[src/rtl/sig_compactor.sv]
// Response compactor: folds din into a MISR over CYCLES accepted beats, then compares against GOLDEN.
// Optional macro SIG_SERIAL_OUT_EN adds a WIDTH-cycle MSB-first serial dump of the signature before done.
module sig_compactor #(
    parameter int               WIDTH  = 7,
    parameter int               N_IN   = 3,
    parameter logic [WIDTH-1:0] TAPS   = 7'b1100000,
    parameter logic [WIDTH-1:0] SEED   = '0,
    parameter int               CYCLES = 16,
    parameter logic [WIDTH-1:0] GOLDEN = '0
) (
    input  logic             CLK,
    input  logic             RST,
    input  logic             start,
    input  logic             en,
    input  logic [N_IN-1:0]  din,
    output logic [WIDTH-1:0] sig,
    output logic             busy,
    output logic             done,
`ifdef SIG_SERIAL_OUT_EN
    output logic             so_data,
    output logic             so_valid,
`endif
    output logic             pass_fail
);

    localparam int CNT_W = (CYCLES > 1) ? $clog2(CYCLES) : 1;
    localparam logic [CNT_W-1:0] LAST_CNT = CNT_W'(CYCLES - 1);

    typedef enum logic [2:0] {
        IDLE,
        COMPACT,
        COMPARE,
`ifdef SIG_SERIAL_OUT_EN
        SHIFTOUT,
`endif
        DONE
    } state_t;

    state_t           state_q, state_d;
    logic [WIDTH-1:0] sig_q, sig_d, sig_step;
    logic [CNT_W-1:0] cnt_q, cnt_d;
    logic             busy_q, busy_d;
    logic             done_q, done_d;
    logic             pass_fail_q, pass_fail_d;
    logic             fb;

`ifdef SIG_SERIAL_OUT_EN
    localparam int BIT_W = $clog2(WIDTH);
    localparam logic [BIT_W-1:0] LAST_BIT = BIT_W'(WIDTH - 1);

    logic [WIDTH-1:0] shift_q, shift_d;
    logic [BIT_W-1:0] bit_q, bit_d;
    logic             so_data_q, so_data_d;
    logic             so_valid_q, so_valid_d;
`endif

    // One MISR step: shift up with tap feedback into bit 0, then XOR the response into the low bits.
    always_comb begin
        fb       = ^(sig_q & TAPS);
        sig_step = {sig_q[WIDTH-2:0], fb} ^ WIDTH'(din);
    end

    always_comb begin
        state_d     = state_q;
        sig_d       = sig_q;
        cnt_d       = cnt_q;
        pass_fail_d = pass_fail_q;
`ifdef SIG_SERIAL_OUT_EN
        shift_d     = shift_q;
        bit_d       = bit_q;
        so_data_d   = so_data_q;
        so_valid_d  = so_valid_q;
`endif
        case (state_q)
            IDLE: begin
                if (start) begin
                    sig_d   = SEED;
                    cnt_d   = '0;
                    state_d = COMPACT;
                end
            end
            COMPACT: begin
                // The final beat leaves cnt parked at CYCLES-1 so it never wraps.
                if (en) begin
                    sig_d = sig_step;
                    if (cnt_q == LAST_CNT) begin
                        state_d = COMPARE;
                    end else begin
                        cnt_d = cnt_q + 1'b1;
                    end
                end
            end
            COMPARE: begin
                pass_fail_d = (sig_q == GOLDEN);
`ifdef SIG_SERIAL_OUT_EN
                shift_d    = sig_q << 1;
                bit_d      = '0;
                so_data_d  = sig_q[WIDTH-1];
                so_valid_d = 1'b1;
                state_d    = SHIFTOUT;
`else
                state_d = DONE;
`endif
            end
`ifdef SIG_SERIAL_OUT_EN
            SHIFTOUT: begin
                if (bit_q == LAST_BIT) begin
                    so_data_d  = 1'b0;
                    so_valid_d = 1'b0;
                    state_d    = DONE;
                end else begin
                    so_data_d = shift_q[WIDTH-1];
                    shift_d   = shift_q << 1;
                    bit_d     = bit_q + 1'b1;
                end
            end
`endif
            DONE: begin
                if (start) begin
                    sig_d       = SEED;
                    cnt_d       = '0;
                    pass_fail_d = 1'b0;
                    state_d     = COMPACT;
                end
            end
            default: state_d = IDLE;
        endcase
        busy_d = (state_d == COMPACT) || (state_d == COMPARE);
        done_d = (state_d == DONE);
    end

    always_ff @(posedge CLK) begin
        if (RST) begin
            state_q     <= IDLE;
            sig_q       <= SEED;
            cnt_q       <= '0;
            busy_q      <= 1'b0;
            done_q      <= 1'b0;
            pass_fail_q <= 1'b0;
`ifdef SIG_SERIAL_OUT_EN
            shift_q     <= '0;
            bit_q       <= '0;
            so_data_q   <= 1'b0;
            so_valid_q  <= 1'b0;
`endif
        end else begin
            state_q     <= state_d;
            sig_q       <= sig_d;
            cnt_q       <= cnt_d;
            busy_q      <= busy_d;
            done_q      <= done_d;
            pass_fail_q <= pass_fail_d;
`ifdef SIG_SERIAL_OUT_EN
            shift_q     <= shift_d;
            bit_q       <= bit_d;
            so_data_q   <= so_data_d;
            so_valid_q  <= so_valid_d;
`endif
        end
    end

    assign sig       = sig_q;
    assign busy      = busy_q;
    assign done      = done_q;
    assign pass_fail = pass_fail_q;
`ifdef SIG_SERIAL_OUT_EN
    assign so_data   = so_data_q;
    assign so_valid  = so_valid_q;
`endif

endmodule

[config.mk]
export PLATFORM = sky130hd
export DESIGN_NAME = sig_compactor
export DESIGN_NICKNAME = d
export VERILOG_FILES = /design/src/rtl/sig_compactor.sv
export SDC_FILE = /design/constraint.sdc
export NUM_CORES = 1
export LEC_CHECK = 0
export ABC_AREA = 1
export CAP_MARGIN = 10
export CORE_MARGIN = 1.5
export CORE_UTILIZATION = 25
export DETAILED_ROUTE_END_ITERATION = 12
export HOLD_SLACK_MARGIN = 0.06
export PLACE_DENSITY = 0.55
export SYNTH_ARGS = -nofsm -noshare
export SYNTH_HDL_FRONTEND = slang
export SYNTH_SLANG_ARGS = --single-unit
[constraint.sdc]
create_clock -name CLK -period 3.4 [get_ports CLK]
set_clock_uncertainty 0.2 [all_clocks]
set_input_delay 0.68 -clock CLK [delete_from_list [all_inputs] [get_ports CLK]]
set_output_delay 0.68 -clock CLK [all_outputs]
set_load 0.02 [all_outputs]
# Word-level counts from Yosys, hierarchy flattened
# Cells that the tools add are included.
[word_totals] output_inout_bits=10 inputBits=7 word_cells=42 ff_bits=17
[op_classes] n_addsub=1 n_eq_ne=11 bitwise_logic=1 n_reduce_logical=10 n_mux=13
[op_table] op="two-way mux 7 bit" count=2
[op_table] op="case mux 7 bit (2 select lines)" count=1
[op_table] op="== test 3 x 2 -> 1 bit, second input constant" count=4
[op_table] op="two-way mux 4 bit" count=3
[op_table] op="two-way mux 3 bit" count=3
[op_table] op="case mux 3 bit (3 select lines)" count=1
[op_table] op="case mux 4 bit (2 select lines)" count=1
[op_table] op="zero test 7 bit" count=1
[op_table] op="parity 7 bit" count=1
[op_table] op="XOR 7 x 3 -> 7 bit" count=1
[op_table] op="== test 3 x 1 -> 1 bit, second input constant" count=2
[op_table] op="inequality test 2 bit, second input constant" count=3
[op_table] op="adder 4 x 1 -> 4 bit, second input constant" count=1
[op_table] op="== test 4 bit, second input constant" count=1
[op_table] op="AND reduction 4 bit" count=1
[op_table] op="nonzero test 2 bit" count=2
[op_table] op="zero test 3 bit" count=1
[op_table] op="AND reduction 3 bit" count=1
[op_table] op="inequality test 2 x 1 -> 1 bit, second input constant" count=1
[op_table] op="case mux 1 bit (2 select lines)" count=1
[op_table] op="AND reduction 2 bit" count=1
[op_table] op="OR reduction 2 bit" count=1
[op_table] op="logical OR 1 bit" count=1
[op_table] op="two-way mux 1 bit" count=1

# Longest topological paths before layout
# Gate-level depths: netlist of run 1.
[logic_depth] word_depth=6 mapped_depth=9 ltp_nobuf=9

# Worst setup path before layout of run 1
# No wires, ideal clock.
[synth_timing] path_type="input port to flip-flop" start="in start" end="reg cnt_q[1]" setup_ns=0.110 arrival_time_ns=1.181 n_path_buf=0 setup_slack_ns=1.909 stages=7 t_required_ns=3.090 cell_sequence="inv_1 -> nand2_2 -> nand2_4 -> nor2_1 -> nand2_1 -> nand2_1 -> nor2_1"
[synth_via] elab_chain_len=2
[synth_rtl] element="start, declared" line="13" rtl="input logic start,"
[synth_rtl] element="inequality test 2 x 1 -> 1 bit (no source line)"
[synth_rtl] element="AND reduction 4 bit (no source line)"
[synth_rtl] element="end signal, assigned" line="149" rtl="cnt_q <= cnt_d;"
[synth_rtl] element="end, declared" line="41" rtl="logic [CNT_W-1:0] cnt_q, cnt_d;"
# Every way passes these cells.
# A chain may end at the register's enable or synchronous reset.

# Final worst setup path of run 1
[layout_timing] start="reg sig_q[0] (netlist: sig[0])" end="out sig[0]"
[layout_rtl] element="start, declared" line="40" rtl="logic [WIDTH-1:0] sig_q, sig_d, sig_step;"
[layout_rtl] element="start signal, assigned" line="148" rtl="sig_q <= sig_d;"
[layout_rtl] element="end, declared" line="16" rtl="output logic [WIDTH-1:0] sig,"
# No word-level cell between the ends.

==> results.json, run 1 <==
{
  "outcome": "complete, no violations",
  "yosysSeqAreaShare_pct": 39.25,
  "slew_viol_final": 0,
  "cts_buffer_depth": 2,
  "num_vias": 822,
  "grt_max_degree": 16,
  "drc": 0,
  "ir_drop_mv": 0.1710,
  "rsz0062_at_grt": "false",
  "yosysWarningCount": 0,
  "start_kind": "flop",
  "numCtsBuffers": 3,
  "overflow": 0,
  "hold_path.class": "flop to flop",
  "layout_setup_ws_ps": 1184,
  "grt_pass1_vias": 745,
  "wl_per_cell_microns": 10.09,
  "worstPathArrival_ps": 1340,
  "ant_nets": 0,
  "core_area_sq_um": 3337,
  "avgSynthCellArea_sq_um": 7.107,
  "cts-htree-levels": 1,
  "routed_wl_microns": 1887,
  "setup_viol": 0,
  "diodes": 0,
  "die_w_microns": 61.89,
  "die_h_microns": 61.89,
  "grt_pass1_wl_microns": 3229,
  "final_layout_size_suffix_gt1_share_pct": 10.64,
  "cp_num_buf_inv": 1,
  "post-cts-setup-buffers": 0,
  "period_share_pct": 65.18,
  "required_ps": 2520,
  "synth_fp_nets": 130,
  "cp_cell_sequence": "clkdlybuf4s50_1",
  "synth_top_area_share_pct": 39.25,
  "area_growth_pct": 27.71,
  "cp_slowest_cell": "clkdlybuf4s50_1",
  "antenna_found_initial": 0,
  "worstSkewPairLatency_ps": 280,
  "maxSlewHeadroom_pct": 62.46,
  "drt_first_pass_iters": 4,
  "critPathKind": "flop to primary output",
  "first_iter_violations": 41,
  "slowest_delay_ps": 630,
  "period_minus_slack_ps": 2216,
  "end_kind": "primary output",
  "cts.clk_slew.worst_paths_ps": 100,
  "nets": 150,
  "clkSinkCount": 17,
  "gp_routability_congestion": 0.8421,
  "cpLargestDelayFamily": "buffers and inverters",
  "holdBufCountCts": 0,
  "layout_commonest_cell": "nand2_1",
  "num_io_pins": 17,
  "dp_worst_setup_slack_ps": 1245,
  "rows": 21,
  "hold_slack_ps": 306.0,
  "ctsResizeCount": 0,
  "p_total_w": 0.0003716,
  "yosysUniqueCellTypes": 22,
  "fin_setup_tns_ps": 0,
  "synthTopCellsByArea": "dfxtp_1 39%, nand2_1 12%, a21oi_1 8.7%",
  "p_per_area_nw_per_um2": 335.6,
  "yosysTopAreaCell": "dfxtp_1",
  "worstMarginPinSlew_ps": 561.3,
  "max_cap_viol_count": 0,
  "layout_common_cells": "28 x nand2_1, 17 x dfxtp_1, 16 x clkdlybuf4s50_1",
  "port_buffers": 16,
  "vias_per_cell": 4.396,
  "syn_area_sq_um": 867.1,
  "cts_tree": "done",
  "fmax_mhz": 451.2,
  "initial_core_util_pct": 25.98,
  "cp_max_fo": 4,
  "post-dp-hpwl_microns": 1399,
  "die_area_sq_um": 3830,
  "netlist_instances": 122,
  "grtUsageTotal_pct": 11.32,
  "finalHoldViolCount": 0,
  "p_leak_nw": 0.4115,
  "cts-root-buf": "clkbuf_4",
  "ys_ff_latch": 17
}
cells by family (layout without fill, tap and decap cells):
kind of cell | Yosys count | count (layout) | share of synthesized area [%]
compound gates | 20 | 20 | 13.57
other cells | 1 | 1 | 0.4325
flops | 17 | 17 | 39.25
xor+xnor | 3 | 3 | 3.031
simple gates | 64 | 64 | 35.06
fa+ha+maj | 1 | 1 | 1.443
buf+inv | 16 | 35 | 7.215
per-layer routing:
metal / global-route usage [%] / part of all wire, % / up-vias
met1: 15.11 / 51 / 367
met4: 2.736 / 0.42 / 0
met2: 17.59 / 45 / 15
met5: 0 / 0 / -
met3: 3.934 / 3.5 / 2
li1: - / - / 438
power by group:
| group | switching [W] | internal, W | leakage (nW) | total, W |
|---|---|---|---|---|
| Sequential | 0.00000576 | 0.000204 | 0.138 | 0.000210 |
| Combinational | 0.0000311 | 0.0000218 | 0.258 | 0.0000529 |
| Clock | 0.0000632 | 0.0000456 | 0.0150 | 0.000109 |
| Total | 0.000100 | 0.000272 | 0.411 | 0.000372 |
sequential cells by signal, indices dropped and copies added, names as in the netlist:
signal	cells
cnt_q	4
done	1
busy	1
pass_fail	1
sig	7
state_q	3
path summary, 6_finish.rpt:
path | slack, ps | cells after the start | start | endpoint
worst max-delay path | 1180 | 1 | sig[0] | sig[0]
worst min-delay path | 310 | 2 | sig[6] | sig[6]
worst max register to register | 1790 | 7 | cnt_q[0] | cnt_q[3]
worst min register to register | 310 | 2 | sig[6] | sig[6]
final cells by class:
| class | instances | area, sq um |
|---|---|---|
| Clock buffer | 4 | 26.28 |
| Fill cell | 381 | 2230 |
| Inverter | 15 | 58.81 |
| Multi-Input combinational cell | 89 | 464.2 |
| Sequential cell | 17 | 340.3 |
| Tap cell | 46 | 57.56 |
| Timing Repair Buffer | 16 | 160.2 |
metrics by stage:
| step | instance area [sq um] | util (%) | std cells |
|---|---|---|---|
| 2_1_floorplan | 867.1 | - | 122 |
| 3_3_place_gp | 1081 | 32.40 | 183 |
| 3_5_place_dp | 1081 | 32.40 | 183 |
| 4_1_cts | 1107 | 33.18 | 187 |
| 5_1_grt | 1107 | 33.18 | 187 |
| 6_report | 1107 | 33.18 | 187 |
cells in the mapped netlist, drive strengths merged:
master,number
nand2,32
dfxtp,17
a21oi,16
inv,15
nand3,15
nor2,14
nor3,2
o221ai,2
xor2,2
a21boi,1
clkbuf,1
conb,1
ha,1
nand4,1
o21ai,1
xnor2,1
No activity file was read; power rests on OpenSTA's default activity.
==> run 2, diff against run 1 <==
==> constraint.sdc (replaced) <==
create_clock -name CLK -period 2.28 [get_ports CLK]
set_clock_uncertainty 0.2 [all_clocks]
set_input_delay 0.456 -clock CLK [delete_from_list [all_inputs] [get_ports CLK]]
set_output_delay 0.456 -clock CLK [all_outputs]
set_load 0.02 [all_outputs]
==> run 2 against run 1 <==
Net effect:
- via count is 2.1% lower
- die area stayed put
- largest cell class unchanged
- sequential share of layout area shrank 0.24 points
- largest power group unchanged
- critical endpoint is now sig[5]
- non-clock buffer count rose by 1
==> results.json, run 2 (synthesis gave the netlist of run 1 again) <==
{
  "clkSinkCount": 17,
  "cpLargestDelayFamily": "buffers and inverters",
  "core_area_sq_um": 3337,
  "grt_max_degree": 15,
  "cp_cell_sequence": "clkdlybuf4s50_1",
  "dpl_cell_area_sq_um": 1089,
  "first_iter_violations": 22,
  "busiest_layer": "met2",
  "stdcell_area_sq_um": 1116,
  "required_ps": 1620,
  "period_share_pct": 87.87,
  "die_w_microns": 61.89,
  "hold_path.class": "flop to flop",
  "ant_nets": 0,
  "slowest_delay_ps": 630,
  "overflow": 0,
  "rows": 21,
  "cts-htree-levels": 1,
  "nets": 151,
  "fmax_mhz": 499.2,
  "slew_viol_final": 0,
  "dp_worst_setup_slack_ps": 336.6,
  "routed_wl_microns": 1933,
  "gp_routability_congestion": 0.8445,
  "cts_buffer_depth": 2,
  "rsz0062_at_grt": "false",
  "setup_viol": 0,
  "drc": 0,
  "cp_num_buf_inv": 1,
  "die_area_sq_um": 3830,
  "ir_drop_mv": 0.2318,
  "final_layout_size_suffix_gt1_share_pct": 11.97,
  "vias_per_cell": 4.282,
  "layout_common_cells": "28 x nand2_1, 17 x dfxtp_1, 16 x clkdlybuf4s50_1",
  "cts_tree": "done",
  "use_met3_pct": 3.727,
  "start_kind": "flop",
  "grt_util_met2_pct": 18.95,
  "diodes": 0,
  "fin_setup_tns_ps": 0,
  "cts.clk_slew.worst_paths_ps": 110,
  "cp_slowest_cell": "clkdlybuf4s50_1",
  "drt_first_pass_iters": 4,
  "largest_register_ffs": 7,
  "critPathKind": "flop to primary output",
  "antenna_found_initial": 0,
  "cp_max_fo": 5,
  "grt_pass1_vias": 793,
  "post-dp-hpwl_microns": 1481,
  "finalHoldViolCount": 0,
  "num_vias": 805,
  "p_leak_nw": 0.4190,
  "outcome": "complete, no violations",
  "p_per_area_nw_per_um2": 501.4,
  "ctsResizeCount": 0,
  "wl_per_cell_microns": 10.28,
  "cts-root-buf": "clkbuf_4",
  "holdBufCountCts": 0,
  "num_io_pins": 17,
  "grtUsageTotal_pct": 12.24,
  "port_buffers": 16,
  "numCtsBuffers": 3,
  "worstSkewPairLatency_ps": 290,
  "worstPathArrival_ps": 1350,
  "max_cap_viol_count": 0,
  "post-cts-setup-buffers": 0,
  "layout_setup_ws_ps": 276.6,
  "area_growth_pct": 28.72,
  "die_h_microns": 61.89,
  "period_minus_slack_ps": 2003,
  "end_kind": "primary output",
  "initial_core_util_pct": 25.98,
  "grt_pass1_wl_microns": 3484,
  "layout_commonest_cell": "nand2_1",
  "use_met1_pct": 16.42
}
[run 2: changes by cell type in the layout (fill, tap and decap cells not counted), sizes merged]
cell    before  now
clkinv       0    1
buf          0    1
clkbuf       4    3
[run 2: layout make-up]
class	count	area, sq um
timing repair buffer	17	167.7
tap	46	57.56
clock inverter	1	5.005
multi-input combinational	89	464.2
inverter	15	58.81
fill	389	2221
clock buffer	3	22.52
sequential	17	340.3
[run 2: path summary, 6_finish.rpt]
check / slack (ps) / depth (start not counted) / end / startpoint
max: 280 / 1 / sig[5] / sig[5]
min: 310 / 2 / sig[6] / sig[6]
max reg2reg: 690 / 8 / cnt_q[1] / cnt_q[0]
min reg2reg: 310 / 2 / sig[6] / sig[6]
[run 2: per-stage QoR]
step,cells,power [W],utilization (%),hold WS (ps)
4_1_cts,188,0.0005687,33.45,309.6
3_5_place_dp,184,0.0004011,32.62,290.0
6_report,188,0.0005596,33.45,306.9
2_1_floorplan,122,0.0003681,-,270.0
5_1_grt,188,0.0005930,33.45,339.5
3_3_place_gp,184,0.0003998,32.62,290.1
[run 2: report_power, final]
| part | switching, W | total [W] | leakage (nW) | internal [W] |
|---|---|---|---|---|
| registers | 0.00000811 | 0.000313 | 0.138 | 0.000305 |
| clock network | 0.000101 | 0.000166 | 0.0177 | 0.0000651 |
| logic | 0.0000475 | 0.0000812 | 0.263 | 0.0000337 |
| total | 0.000156 | 0.000560 | 0.419 | 0.000403 |
[run 2: metal layers]
| metal | part of all wire [%] | wire length, microns |
|---|---|---|
| met1 | 51 | 979 |
| met2 | 45 | 865 |
| met5 | 0 | 0 |
| met3 | 4.1 | 80 |
| met4 | 0.41 | 8 |
==> run 3, diff against run 2 <==
--- a/config.mk
+++ b/config.mk
@@ -7,7 +7,7 @@
 export LEC_CHECK = 0
 export ABC_AREA = 1
 export CAP_MARGIN = 10
-export CORE_MARGIN = 1.5
+export CORE_MARGIN = 4
 export CORE_UTILIZATION = 25
 export DETAILED_ROUTE_END_ITERATION = 12
 export HOLD_SLACK_MARGIN = 0.06
==> run 3 against run 2 <==
Net effect:
- largest power group unchanged
- critical path type unchanged
- register-to-register slack improved by 30 ps
- die area rose by 17%
- clock power is 5% lower
- power is 1.6% lower
- worst setup slack improved by 22 ps
- wire length fell by 3.2%
- via count grew 0.75%
==> results.json, run 3 (synthesis gave the netlist of run 1 again) <==
{
  "post-dp-hpwl_microns": 1502,
  "die_h_microns": 66.89,
  "grt_pass1_vias": 808,
  "grt_util_met2_pct": 16.21,
  "use_met3_pct": 2.361,
  "diodes": 0,
  "cts_buffer_depth": 2,
  "holdBufCountCts": 0,
  "largest_register_ffs": 7,
  "cts.clk_slew.worst_paths_ps": 100,
  "cts_tree": "done",
  "cts-root-buf": "clkbuf_4",
  "gp_routability_congestion": 0.7972,
  "dp_worst_setup_slack_ps": 344.1,
  "numCtsBuffers": 3,
  "grt_max_degree": 11,
  "period_share_pct": 86.89,
  "fmax_mhz": 504.8,
  "outcome": "complete, no violations",
  "critPathKind": "flop to primary output",
  "num_vias": 811,
  "worstSkewPairLatency_ps": 290,
  "rsz0062_at_grt": "false",
  "hold_path.class": "flop to flop",
  "p_leak_nw": 0.4190,
  "stdcell_count": 188,
  "grt_pass1_wl_microns": 3284,
  "seqPwrFrac_pct": 56.8,
  "post-cts-setup-buffers": 0,
  "fin_setup_tns_ps": 0,
  "vias_per_cell": 4.314,
  "max_cap_viol_count": 0,
  "sw_frac_of_total_pct": 26.77,
  "routed_wl_microns": 1871,
  "power.internal_w": 0.0004032,
  "p_per_area_nw_per_um2": 493.3,
  "wl_per_cell_microns": 9.952,
  "cp_slowest_cell": "clkdlybuf4s50_1",
  "layout_commonest_cell": "nand2_1",
  "slew_viol_final": 0,
  "first_iter_violations": 31,
  "finalHoldViolCount": 0,
  "stdcell_area_sq_um": 1116,
  "worstPathArrival_ps": 1330,
  "required_ps": 1620,
  "placed_cells": 184,
  "grtUsageTotal_pct": 9.552,
  "cp_max_fo": 5,
  "start_kind": "flop",
  "die_area_sq_um": 4474,
  "cpLargestDelayFamily": "buffers and inverters",
  "dpl_cell_area_sq_um": 1089,
  "drt_first_pass_iters": 4,
  "area_growth_pct": 28.72,
  "combPwrFrac_pct": 14.6,
  "busiest_layer": "met2",
  "slowest_delay_ps": 630,
  "core_area_sq_um": 3337,
  "setup_viol": 0,
  "end_kind": "primary output",
  "layout_common_cells": "28 x nand2_1, 17 x dfxtp_1, 16 x clkdlybuf4s50_1",
  "antenna_found_initial": 0,
  "use_met1_pct": 11.41,
  "clkSinkCount": 17,
  "period_minus_slack_ps": 1981,
  "layout_setup_ws_ps": 298.9,
  "cts-htree-levels": 1,
  "port_buffers": 16,
  "num_io_pins": 17,
  "drc": 0,
  "cp_cell_sequence": "clkdlybuf4s50_1",
  "cp_num_buf_inv": 1,
  "power.clock.fraction_pct": 28.6,
  "ir_drop_mv": 0.1635,
  "hold_slack_ps": 307.7,
  "final_layout_size_suffix_gt1_share_pct": 11.97,
  "die_w_microns": 66.89,
  "nets": 151,
  "ctsResizeCount": 0,
  "power.switching_w": 0.0001474,
  "initial_core_util_pct": 25.98,
  "ant_nets": 0,
  "overflow": 0,
  "rows": 21
}
[run 3: tightest hold or removal path, cell delays in order (launching register included)]
cell     delay [ps]
dfxtp_1         340
nand2_1          70
a21oi_1          60
[run 3: power by group through the flow]
stage / registers [W] / clock network, W / logic, W
floorplan: 0.000322 / 0 / 0.0000461
global placement: 0.000319 / 0 / 0.0000801
detailed placement: 0.000320 / 0 / 0.0000807
CTS: 0.000313 / 0.000169 / 0.0000811
global route: 0.000314 / 0.000183 / 0.0000901
finish: 0.000313 / 0.000157 / 0.0000804
[run 3: cell type report]
class | count | area [sq um]
inverters | 15 | 58.81
flip-flops and latches | 17 | 340.3
repair buffers | 17 | 167.7
multi-input cells | 89 | 464.2
clock buffers | 3 | 22.52
clock inverters | 1 | 5.005
fillers | 384 | 2221
well taps | 46 | 57.56
[run 3: path summary, 6_finish.rpt]
| path | startpoint | end | slack [ps] | depth (start not counted) |
|---|---|---|---|---|
| setup / recovery | sig[5] | sig[5] | 300 | 1 |
| hold reg to reg | sig[6] | sig[6] | 310 | 2 |
| setup reg to reg | cnt_q[0] | cnt_q[0] | 720 | 7 |
| hold / removal | sig[6] | sig[6] | 310 | 2 |
[run 3: per-stage QoR]
| step | power, W | utilization [%] |
|---|---|---|
| global placement | 0.0003992 | 32.62 |
| global route | 0.0005870 | 33.45 |
| CTS | 0.0005633 | 33.45 |
| floorplan | 0.0003681 | - |
| detailed placement | 0.0004003 | 32.62 |
| finish | 0.0005505 | 33.45 |
[run 3: per-layer routing]
layer  vias to the layer above  share of wire [%]
met5                         -                  0
met4                         0               0.86
met3                         2                4.1
met2                        18                 46
met1                       357                 49
li1                        434                  -
